**src/rtl/seven_seg_reader.sv**
```systemverilog
// Seven-segment display snooper: samples a multiplexed display, debounces each
// digit, decodes its glyph into a character code and reports changes as handshake events.
module seven_seg_reader #(
    parameter int STABLE_CNT = 4
) (
    input  logic        Clk,
    input  logic        nReset,
    input  logic [6:0]  Segments,
    input  logic [3:0]  Anode,
    input  logic        Ready,
    output logic        Valid,
    output logic [1:0]  Digit,
    output logic [5:0]  Code,
    output logic        Error,
    output logic        Overflow,
    output logic [23:0] Codes,
    output logic [3:0]  CodesValid
);

    localparam logic [3:0] CNT_MAX = 4'(STABLE_CNT);

    // Returns {error, code}; blank is a legal code, unknown patterns flag an error.
    function automatic logic [6:0] decode_glyph(input logic [6:0] pat);
        case (pat)
            7'b0111111: decode_glyph = {1'b0, 6'd0};
            7'b0000110: decode_glyph = {1'b0, 6'd1};
            7'b1011011: decode_glyph = {1'b0, 6'd2};
            7'b1001111: decode_glyph = {1'b0, 6'd3};
            7'b1100110: decode_glyph = {1'b0, 6'd4};
            7'b1101101: decode_glyph = {1'b0, 6'd5};
            7'b1111101: decode_glyph = {1'b0, 6'd6};
            7'b0000111: decode_glyph = {1'b0, 6'd7};
            7'b1111111: decode_glyph = {1'b0, 6'd8};
            7'b1101111: decode_glyph = {1'b0, 6'd9};
            7'b1110111: decode_glyph = {1'b0, 6'd10};
            7'b1111100: decode_glyph = {1'b0, 6'd11};
            7'b0111001: decode_glyph = {1'b0, 6'd12};
            7'b1011110: decode_glyph = {1'b0, 6'd13};
            7'b1111001: decode_glyph = {1'b0, 6'd14};
            7'b1110001: decode_glyph = {1'b0, 6'd15};
            7'b0111101: decode_glyph = {1'b0, 6'd16};
            7'b1110100: decode_glyph = {1'b0, 6'd17};
            7'b0110000: decode_glyph = {1'b0, 6'd18};
            7'b0011110: decode_glyph = {1'b0, 6'd19};
            7'b1110101: decode_glyph = {1'b0, 6'd20};
            7'b0111000: decode_glyph = {1'b0, 6'd21};
            7'b0010101: decode_glyph = {1'b0, 6'd22};
            7'b0110111: decode_glyph = {1'b0, 6'd23};
            7'b1011100: decode_glyph = {1'b0, 6'd24};
            7'b1110011: decode_glyph = {1'b0, 6'd25};
            7'b1100111: decode_glyph = {1'b0, 6'd26};
            7'b0110011: decode_glyph = {1'b0, 6'd27};
            7'b1111000: decode_glyph = {1'b0, 6'd29};
            7'b0111110: decode_glyph = {1'b0, 6'd30};
            7'b0101110: decode_glyph = {1'b0, 6'd31};
            7'b0101010: decode_glyph = {1'b0, 6'd32};
            7'b1110110: decode_glyph = {1'b0, 6'd33};
            7'b1101110: decode_glyph = {1'b0, 6'd34};
            7'b1001011: decode_glyph = {1'b0, 6'd35};
            7'b0000000: decode_glyph = {1'b0, 6'd63};
            default:    decode_glyph = {1'b1, 6'd62};
        endcase
    endfunction

    logic [3:0] anode_r;
    logic [6:0] seg_r;
    logic [1:0] prev_idx_r;
    logic [6:0] prev_seg_r;
    logic [3:0] cnt_r;
    logic [5:0] codes_r [4];
    logic [3:0] codes_valid_r;

    logic       is_digit_s;
    logic [1:0] idx_s;
    logic       same_s;
    logic [3:0] cnt_next_s;
    logic       accept_s;
    logic       event_s;
    logic       dec_err_s;
    logic [5:0] dec_code_s;

    // Sample classification, stability counting and change detection.
    always_comb begin
        is_digit_s = 1'b0;
        idx_s      = 2'd0;
        case (anode_r)
            4'b1110: begin is_digit_s = 1'b1; idx_s = 2'd0; end
            4'b1101: begin is_digit_s = 1'b1; idx_s = 2'd1; end
            4'b1011: begin is_digit_s = 1'b1; idx_s = 2'd2; end
            4'b0111: begin is_digit_s = 1'b1; idx_s = 2'd3; end
            default: begin is_digit_s = 1'b0; idx_s = 2'd0; end
        endcase
        // A zero count means the previous sample was blanking, so it never matches.
        same_s = (cnt_r != 4'd0) && (idx_s == prev_idx_r) && (seg_r == prev_seg_r);
        if (!is_digit_s) begin
            cnt_next_s = 4'd0;
        end else if (same_s) begin
            cnt_next_s = (cnt_r == CNT_MAX) ? CNT_MAX : cnt_r + 4'd1;
        end else begin
            cnt_next_s = 4'd1;
        end
        accept_s = is_digit_s && same_s && (cnt_r == CNT_MAX - 4'd1);
        {dec_err_s, dec_code_s} = decode_glyph(seg_r);
        event_s = accept_s && (!codes_valid_r[idx_s] || (codes_r[idx_s] != dec_code_s));
    end

    // Input stage, counter, code bank and one-deep event holding register.
    always_ff @(posedge Clk) begin
        if (!nReset) begin
            anode_r       <= 4'd0;
            seg_r         <= 7'd0;
            prev_idx_r    <= 2'd0;
            prev_seg_r    <= 7'd0;
            cnt_r         <= 4'd0;
            codes_r       <= '{default: 6'd0};
            codes_valid_r <= 4'd0;
            Valid         <= 1'b0;
            Digit         <= 2'd0;
            Code          <= 6'd0;
            Error         <= 1'b0;
            Overflow      <= 1'b0;
        end else begin
            anode_r <= Anode;
            seg_r   <= Segments;
            cnt_r   <= cnt_next_s;
            if (is_digit_s) begin
                prev_idx_r <= idx_s;
                prev_seg_r <= seg_r;
            end
            if (event_s) begin
                codes_r[idx_s]       <= dec_code_s;
                codes_valid_r[idx_s] <= 1'b1;
            end
            if (event_s && (!Valid || Ready)) begin
                Valid <= 1'b1;
                Digit <= idx_s;
                Code  <= dec_code_s;
                Error <= dec_err_s;
            end else if (event_s) begin
                Overflow <= 1'b1;
            end else if (Valid && Ready) begin
                Valid <= 1'b0;
            end
        end
    end

    assign Codes      = {codes_r[3], codes_r[2], codes_r[1], codes_r[0]};
    assign CodesValid = codes_valid_r;

endmodule

```
**config.mk**
```make
export PLATFORM = sky130hd
export DESIGN_NAME = seven_seg_reader
export DESIGN_NICKNAME = d
export VERILOG_FILES = /design/src/rtl/seven_seg_reader.sv
export SDC_FILE = /design/constraint.sdc
export NUM_CORES = 1
export LEC_CHECK = 0
export BUFFER_PORTS_ARGS = -buffer_cell sky130_fd_sc_hd__buf_2
export CAP_MARGIN = 30
export CELL_PAD_IN_SITES_DETAIL_PLACEMENT = 0
export CELL_PAD_IN_SITES_GLOBAL_PLACEMENT = 1
export CORE_MARGIN = 2
export CORE_UTILIZATION = 44
export CTS_CLUSTER_SIZE = 12
export DETAILED_ROUTE_END_ITERATION = 7
export PLACE_DENSITY_LB_ADDON = 0.1
export SETUP_SLACK_MARGIN = 0.2
export SLEW_MARGIN = 5
export SYNTH_ARGS = -nofsm -noshare
export SYNTH_HDL_FRONTEND = slang
export SYNTH_SLANG_ARGS = --single-unit
```
**constraint.sdc**
```tcl
create_clock -name Clk -period 3.5 [get_ports Clk]
set_clock_uncertainty 0.15 [all_clocks]
set_input_delay 0.525 -clock Clk [delete_from_list [all_inputs] [get_ports Clk]]
set_output_delay 0.525 -clock Clk [all_outputs]
set_load 0.02 [all_outputs]
```
==> results of run 1 <==
## power breakdown
part / switching (uW) / internal, uW
Clock: 319 / 330
Sequential: 20.6 / 814
Combinational: 127 / 73.4
## cell usage after synthesis, types with 9 or more instances
library cell / instances
a21oi_1: 27
a31oi_1: 9
clkbuf_1: 20
dfxtp_1: 70
ha_1: 12
inv_1: 19
mux2i_1: 46
nand2_1: 94
nand3_1: 9
nor2_1: 14
nor2b_1: 10
o21ai_0: 22
## sequential cells by signal, summed over array words and instances (netlist names), 4 cells and up
signal      cells
CodesValid      4
dec_code_s      6
Code            6
prev_seg_r      7
anode_r         4
Codes          24
cnt_r           4
seg_r           7
## worst min-delay path by stage
stage	slack [ns]	endpoint	start	cells past startpoint
floorplan	0.27	Error	dec_err_s	2
CTS	0.22	anode_r[2]	Anode[2]	2
global placement	0.28	Error	dec_err_s	2
detailed placement	0.30	Error	dec_err_s	2
finish	0.22	anode_r[2]	Anode[2]	2
global route	0.22	anode_r[2]	Anode[2]	2
## cell type report
cell class              count  area (um2)  area share, %
flip-flops and latches     70        1401          30.36
repair buffers             66       365.4          7.915
multi-input cells         365        2427          52.59
inverters                  23       86.33          1.870
clock inverters             7       72.57          1.572
clock buffers               9       123.9          2.684
well taps                 111       138.9          3.009
## metrics by stage
| step | hold WS, ns | instance area (um2) | power [uW] | util, % |
|---|---|---|---|---|
| 2_1_floorplan | 0.2736 | 4123 | 999.3 | - |
| 3_3_place_gp | 0.2784 | 4419 | 1052 | 48.28 |
| 3_5_place_dp | 0.2967 | 4419 | 1051 | 48.28 |
| 4_1_cts | 0.2167 | 4616 | 1699 | 50.43 |
| 5_1_grt | 0.2223 | 4616 | 1760 | 50.43 |
| 6_report | 0.2238 | 4616 | 1684 | 50.43 |
## per-layer routing
metal | track usage (%) | part of all wire, % | vias to the layer above
li1 | - | - | 1832
met1 | 32.33 | 50 | 1746
met5 | 0 | 0 | -
met3 | 4.508 | 6.2 | 14
met4 | 6.217 | 1.4 | 0
met2 | 31.59 | 43 | 116
## cells by family after synthesis
group,after synthesis,share of synthesized area (%)
simple gates,177,22.19
compound gates,117,19.12
flops,70,33.99
buf+inv,59,7.132
mux,46,11.17
xor+xnor,13,2.762
fa+ha+maj,12,3.642
==> flow_summary.toml, run 1 <==
[run_status]
status = "completed"

[layout]
n_fill_cell = 925
final_common_cell = "nand2_1"
drive_gt1_share_pct = 17.59
final_cell_mix = "nand2_1 (94), dfxtp_1 (70), buf_2 (52)"
syn_to_final_growth_pct = 11.96
num_antenna_cells = 0
final_cells = 651
final_nets = 561

[hold_path]
hold_class = "in -> reg"

[clock_network]
root_buffer = "clkbuf_8"
cts_resized = 0
htreeDepth = 3
cts_tree = "done"
ctsHoldBuffers = 0
path_clk_slew_ns = 0.09
clk_path_buf_depth = 2
post_cts_buffers = 0
numCtsBuffers = 9
clock_sinks = 70
clk_latency_ns = 0.35

[worst_setup_path]
path_cells = "and4b_1 > or2_1 > xnor2_1 > nand4_1 > or3_1 > nor3_4 > mux2i_1"
worstPathArrival_ns = 3.19
r2r_slack_ns = 0.43
required_ns = 3.62
start_kind = "register"
worst-path-stages = 7
end_kind = "register"
crit_family = "simple AND/OR/NAND/NOR gates"
reg2reg_depth = 7
critical_path_class = "reg -> reg"
crit_path_top_delay_cell = "dfxtp_1"
critPathBufInv = 0
reg2reg_from = "anode_r[3]"
cp_max_fo = 14
regToRegEndpoint = "Codes[4]"
cpPeakStageDelay_ns = 0.58
crit_end = "Codes[4]"
startpoint = "anode_r[3]"

[synth]
synth_seq_cells = 70
synth-seq-area-share_pct = 33.99
synth_edf_count = 0
synth.area.top_cells = "dfxtp_1 (34%), mux2i_1 (11%), nand2_1 (8.6%)"
synth_top_flop_cell = "dfxtp_1"
yosysWarnings = 0
yosysUniqueCellTypes = 60
avgSynthCellArea_um2 = 8.346
synth_fp_nets = 520
synth_area_um2 = 4123
synth_top_area_share_pct = 33.99
synth_area_leader_cell = "dfxtp_1"
async_flop_share_pct = 0
syn_inst = 494

[sta]
worst_slew_pin_slew_ns = 0.6188
setup_viol_count_final = 0
fin_setup_tns_ns = 0
grt_setup_unrepaired = "false"
hold_viol = 0
clock.fmax_mhz = 325.6
max_slew_margin_pct = 58.75
finalCritPeriodShare_pct = 87.74
post-route-min-period_ns = 3.071
finalWorstSetupSlack_ns = 0.4290
maxSlewViolCount = 0

[place]
numPortBuffers = 52
dp_hpwl_mm = 7.694
dp_slack_ns = 0.4628
dp_cells = 635
routabilityCongestion = 0.9129

[global_route]
grt_pass1_wl_mm = 17.35
overflow = 0
antenna_found_initial = 0
grt_start_max_net_pins = 65
first_global_vias = 3327
track_usage_pct = 21.75

[floorplanning]
start_util_pct = 45.04
die_x_um = 100.8
coreArea_um2 = 9153
dieHeight_um = 100.8
dieArea_um2 = 10160
io_pins = 53
num_rows = 35

[route]
drc = 0
firstDrtPassIters = 5
ant_nets = 0
avgRoutedWirePerCell_um = 16.50
routed_wl_mm = 10.74
num_vias = 3708
drt_iter0_markers = 252
drt-vias-per-instance = 5.696

[power]
cellPowerDensity_nw_per_um2 = 364.7
ir_drop_mv = 0.1557
power_leakage_uw = 0.001936

[run]
drv_cap = 0
Note: power is estimated with default switching activity, not from simulation.
==> run 2, diff against run 1 <==
--- a/config.mk
+++ b/config.mk
@@ -14,6 +14,7 @@
 export CTS_CLUSTER_SIZE = 12
 export DETAILED_ROUTE_END_ITERATION = 7
 export PLACE_DENSITY_LB_ADDON = 0.1
+export REMOVE_ABC_BUFFERS = 1
 export SETUP_SLACK_MARGIN = 0.2
 export SLEW_MARGIN = 5
 export SYNTH_ARGS = -nofsm -noshare
==> constraint.sdc (replaced) <==
create_clock -name Clk -period 3.5 [get_ports Clk]
set_clock_uncertainty 0.15 [all_clocks]
set_input_delay 0.525 -clock Clk [delete_from_list [all_inputs] [get_ports Clk]]
set_output_delay 0.525 -clock Clk [all_outputs]
set_load 0.05 [all_outputs]
==> run 2 against run 1 <==
  * Global-route usage decreased by 0.24 points
  * Flip-flop and latch count did not move
  * Die area unchanged
  * Combinational power about the same
  * Worst hold slack better by 0.010 ns
  * Largest cell class unchanged
  * Highest routed layer unchanged
==> flow_summary.toml, run 2 (synthesis results as in run 1) <==
[run_status]
status = "completed"

[floorplanning]
io_pins = 53
dieHeight_um = 100.8
die_x_um = 100.8
dieArea_um2 = 10160
num_rows = 35
coreArea_um2 = 9153
start_util_pct = 45.04

[place]
dp_hpwl_mm = 7.851
routabilityCongestion = 0.8977
place_area_um2 = 4397
numPortBuffers = 52

[layout]
final_common_cell = "nand2_1"
design_area_um2 = 4627
num_antenna_cells = 0
final_cell_mix = "nand2_1 (94), dfxtp_1 (69), buf_2 (52)"
syn_to_final_growth_pct = 12.23
largest_register_ff_count = 24
final_nets = 558
drive_gt1_share_pct = 17.32

[clock_network]
cts_tree = "done"
numCtsBuffers = 9
clk_path_buf_depth = 2
clk_latency_ns = 0.34
htreeDepth = 3
path_clk_slew_ns = 0.09
root_buffer = "clkbuf_8"
clock_sinks = 70

[sta]
worst_slew_pin_slew_ns = 0.6236
post-route-min-period_ns = 3.113
max_slew_margin_pct = 58.42
maxSlewViolCount = 0
fin_setup_tns_ns = 0
clock.fmax_mhz = 321.2
hold_viol = 0
hold_ws_ns = 0.2340
finalCritPeriodShare_pct = 88.95
grt_setup_unrepaired = "false"
setup_viol_count_final = 0

[worst_setup_path]
cp_max_fo = 16
critical_path_class = "reg -> reg"
end_kind = "register"
start_kind = "register"
required_ns = 3.61
worstPathArrival_ns = 3.22

[route]
ant_nets = 0
routed_wl_mm = 10.76
drt_iter0_markers = 219
avgRoutedWirePerCell_um = 16.60
num_vias = 3639
drc = 0
drt-vias-per-instance = 5.616
firstDrtPassIters = 4

[power]
ir_drop_mv = 0.1946
power_leakage_uw = 0.001937
cellPowerDensity_nw_per_um2 = 384.9

[global_route]
grt_start_max_net_pins = 39
track_usage_pct = 21.51
first_global_vias = 3340
grt_pass1_wl_mm = 17.28
antenna_found_initial = 0
overflow = 0

[hold_path]
hold_class = "in -> reg"

[run]
drv_cap = 0
-- run 2: cell count changes in the layout (fill, tap and decap cells not counted), sizes merged --
cell,before,now
inv,23,25
bufinv,1,2
clkinv,4,2
clkinvlp,2,1
buf,66,63
-- run 2: path summary, 6_finish.rpt --
check        startpoint          to  slack [ns]  depth (start not counted)
max          anode_r[2]    Codes[2]        0.39                          8
min reg2reg    Digit[1]    Digit[1]        0.31                          2
max reg2reg  anode_r[2]    Codes[2]        0.39                          8
min            Anode[1]  anode_r[1]        0.23                          2
-- run 2: final cells by class --
class	count	area, um2
fillers	889	4526
clock buffers	9	123.9
well taps	111	138.9
inverters	23	86.33
repair buffers	63	342.8
clock inverters	7	105.1
flip-flops and latches	70	1403
multi-input cells	365	2427
-- run 2: power by group --
group / leakage [uW] / total [uW] / switching, uW / internal (uW)
logic: 0.00126 / 198 / 126 / 71.9
registers: 0.000569 / 837 / 23.5 / 814
clock network: 0.000112 / 746 / 333 / 412
total: 0.00194 / 1780 / 483 / 1300
-- run 2: worst max-delay path: stages, from the launching register on --
cell,delay (ns)
dfxtp_1,0.63
buf_4,0.25
and4b_1,0.29
or2_1,0.19
xnor2_1,0.13
nand4_1,0.15
or3_1,0.56
nor3_4,0.46
mux2i_1,0.23
-- run 2: metrics by stage --
step / worst slack [ns] / utilization [%] / cells / power [uW]
after floorplan: 0.5600 / - / 458 / 968.5
after global placement: 0.3891 / 48.04 / 632 / 1051
after detailed placement: 0.3441 / 48.04 / 632 / 1053
after CTS: 0.3088 / 50.54 / 648 / 1803
after global routing: 0.2030 / 50.55 / 648 / 1864
final: 0.3869 / 50.55 / 648 / 1781
-- run 2: layer usage --
metal	share of wire, %	routed length (um)	track usage, %	vias to the layer above
met5	0	0	0	-
met4	0.88	95	6.006	0
met3	3.9	417	3.121	7
met2	46	4916	32.51	73
met1	50	5325	31.78	1730
li1	-	-	-	1829
-- run 2: timing repair --
item / CTS / global route
hold buffers: 0 / 0
resized for setup: 0 / 1
setup buffers: 0 / 0
endpoints found under the setup margin: 0 / 37
==> run 3, diff against run 2 <==
--- a/config.mk
+++ b/config.mk
@@ -5,12 +5,13 @@
 export SDC_FILE = /design/constraint.sdc
 export NUM_CORES = 1
 export LEC_CHECK = 0
+export ABC_AREA = 1
 export BUFFER_PORTS_ARGS = -buffer_cell sky130_fd_sc_hd__buf_2
 export CAP_MARGIN = 30
 export CELL_PAD_IN_SITES_DETAIL_PLACEMENT = 0
 export CELL_PAD_IN_SITES_GLOBAL_PLACEMENT = 1
 export CORE_MARGIN = 2
-export CORE_UTILIZATION = 44
+export CORE_UTILIZATION = 41
 export CTS_CLUSTER_SIZE = 12
 export DETAILED_ROUTE_END_ITERATION = 7
 export PLACE_DENSITY_LB_ADDON = 0.1
==> run 3 against run 2 <==
  * Die area rose by 7.7%
  * Setup slack better by 0.22 ns
  * Worst hold slack got worse by 0.025 ns
  * Clock power decreased by 12%
  * Core utilization fell by 2.6 points
  * Routed wire length up 4.3%
  * Combinational power fell by 6%
  * First-iteration DRC count did not move
  * Largest cell class unchanged
==> flow_summary.toml, run 3 <==
[clock_network]
post_cts_buffers = 0
ctsHoldBuffers = 0
clk_path_buf_depth = 2
htreeDepth = 3
path_clk_slew_ns = 0.08
numCtsBuffers = 9
cts_tree = "done"
root_buffer = "clkbuf_8"
clk_latency_ns = 0.35
cts_resized = 0
clock_sinks = 70

[sta]
fin_setup_tns_ns = 0
finalWorstSetupSlack_ns = 0.6077
clock.fmax_mhz = 345.7
maxSlewViolCount = 0
hold_viol = 0
grt_setup_unrepaired = "false"
finalCritPeriodShare_pct = 82.64
worst_slew_pin_slew_ns = 0.6458
max_slew_margin_pct = 56.80
post-route-min-period_ns = 2.892
setup_viol_count_final = 0

[place]
dp_hpwl_mm = 8.274
numPortBuffers = 52
dp_slack_ns = 0.6239
routabilityCongestion = 0.8976

[route]
drt_iter0_markers = 219
firstDrtPassIters = 5
routed_wl_mm = 11.21
drt-vias-per-instance = 4.947
ant_nets = 0
avgRoutedWirePerCell_um = 13.46
num_vias = 4121
drc = 0

[global_route]
first_global_vias = 3795
antenna_found_initial = 0
overflow = 0
track_usage_pct = 21.06
grt_start_max_net_pins = 37
grt_pass1_wl_mm = 18.55

[run_status]
status = "completed"

[synth]
synth_top_flop_cell = "dfxtp_1"
synth_area_um2 = 4148
avgSynthCellArea_um2 = 6.401
yosysUniqueCellTypes = 36
synth_top_area_share_pct = 33.79
synth_area_leader_cell = "dfxtp_1"
async_flop_share_pct = 0
yosysMostFrequentCell = "nand2_1"
synth-seq-area-share_pct = 33.79
synth_edf_count = 0
synthTopCellsByCount = "nand2_1 (143), inv_1 (123), nor2_1 (89), dfxtp_1 (70), nand4_1 (40)"
syn_inst = 648
synth.area.top_cells = "dfxtp_1 (34%), nand2_1 (13%), inv_1 (11%)"
synth_seq_cells = 70
yosysWarnings = 0

[floorplanning]
dieHeight_um = 104.6
io_pins = 53
dieArea_um2 = 10940
die_x_um = 104.6
num_rows = 36
coreArea_um2 = 9819
start_util_pct = 42.24

[layout]
syn_to_final_growth_pct = 13.42
final_nets = 721
final_cell_mix = "nand2_1 (143), inv_1 (123), nor2_1 (89)"
drive_gt1_share_pct = 13.86
num_antenna_cells = 0
largest_register_ff_count = 24
final_common_cell = "nand2_1"
n_fill_cell = 1046
fin_util_pct = 47.91

[power]
cellPowerDensity_nw_per_um2 = 355.0
ir_drop_mv = 0.2648
power_leakage_uw = 0.002359

[worst_setup_path]
r2r_slack_ns = 0.61
worstPathArrival_ns = 3.02
required_ns = 3.63
cp_max_fo = 32
end_kind = "register"
reg2reg_depth = 16
critical_path_class = "reg -> reg"
reg2reg_from = "anode_r[1]"
regToRegEndpoint = "Error"
start_kind = "register"
startpoint = "anode_r[1]"

[hold_path]
hold_path_depth = 3
hold_class = "in -> reg"
holdPathEnd = "anode_r[2]"
hold_start = "Anode[2]"

[run]
drv_cap = 0
[run 3: cell count changes in the layout (fill, tap and decap cells not counted), moves of 7 or more]
cell and delta:
xor2_1 -7, and3b_1 -8, inv_1 +104, and2_1 -7
nand2_1 +49, nor2_1 +75, nand3b_1 -7, nor2b_1 -10
mux2i_1 -46, nand3_1 +26, nand4_1 +37
[run 3: how the worst max path moves through the flow]
stage	end	slack (ns)	cells after the start
3_5_place_dp	Error	0.62	16
2_1_floorplan	Code[0]	0.96	16
6_report	Error	0.61	16
4_1_cts	Error	0.58	16
5_1_grt	Code[5]	0.29	16
3_3_place_gp	Digit[1]	0.68	16
[run 3: cells by family after synthesis]
| kind of cell | synth area share, % |
|---|---|
| XOR/XNOR | 2.112 |
| adder cells (fa/ha/maj) | 3.620 |
| AND/OR/NAND/NOR | 35.57 |
| AO/OA/AOI/OAI | 9.925 |
| buffers and inverters | 14.99 |
| flip-flops | 33.79 |
[run 3: worst max-delay path: stages (launching register included)]
cell	delay (ns)
dfxtp_1	0.32
nand2_1	0.08
inv_2	0.10
nand2_2	0.17
nand2_2	0.11
nor2_2	0.27
buf_4	0.22
nand2_1	0.07
nand2_1	0.07
nand2_1	0.04
nand2_1	0.07
nor2_1	0.05
nand2_2	0.47
nand3_2	0.35
nand2_1	0.14
inv_1	0.04
nor2_1	0.08
[run 3: cell type report]
type	instances	area [um2]	area share, %
multi-input combinational	424	2125	45.16
sequential	70	1401	29.79
inverter	128	480.5	10.21
timing repair buffer	62	335.3	7.128
tap	133	166.4	3.537
clock buffer	9	123.9	2.633
clock inverter	7	72.57	1.543
[run 3: metal layers]
metal  vias to the layer above  routed length, um  track usage, %
met4                         0                387           8.857
met1                      1808               4998           26.95
li1                       2133                  -               -
met3                        35                662           4.055
met2                       145               5165           34.69
met5                         -                  0               0
[run 3: through the flow]
| step | cells | area (um2) | hold WS [ns] | power, uW |
|---|---|---|---|---|
| finish | 833 | 4705 | 0.2089 | 1670 |
| global route | 833 | 4705 | 0.2008 | 1758 |
| CTS | 833 | 4705 | 0.1954 | 1690 |
| detailed placement | 817 | 4508 | 0.2963 | 1028 |
| global placement | 817 | 4508 | 0.2896 | 1031 |
| floorplan | 622 | 4006 | 0.3035 | 960.5 |
[run 3: report_power, final]
part | internal, uW | total (uW) | switching, uW
Combinational | 58.6 | 186 | 127
Sequential | 815 | 827 | 11.6
Clock | 330 | 658 | 328
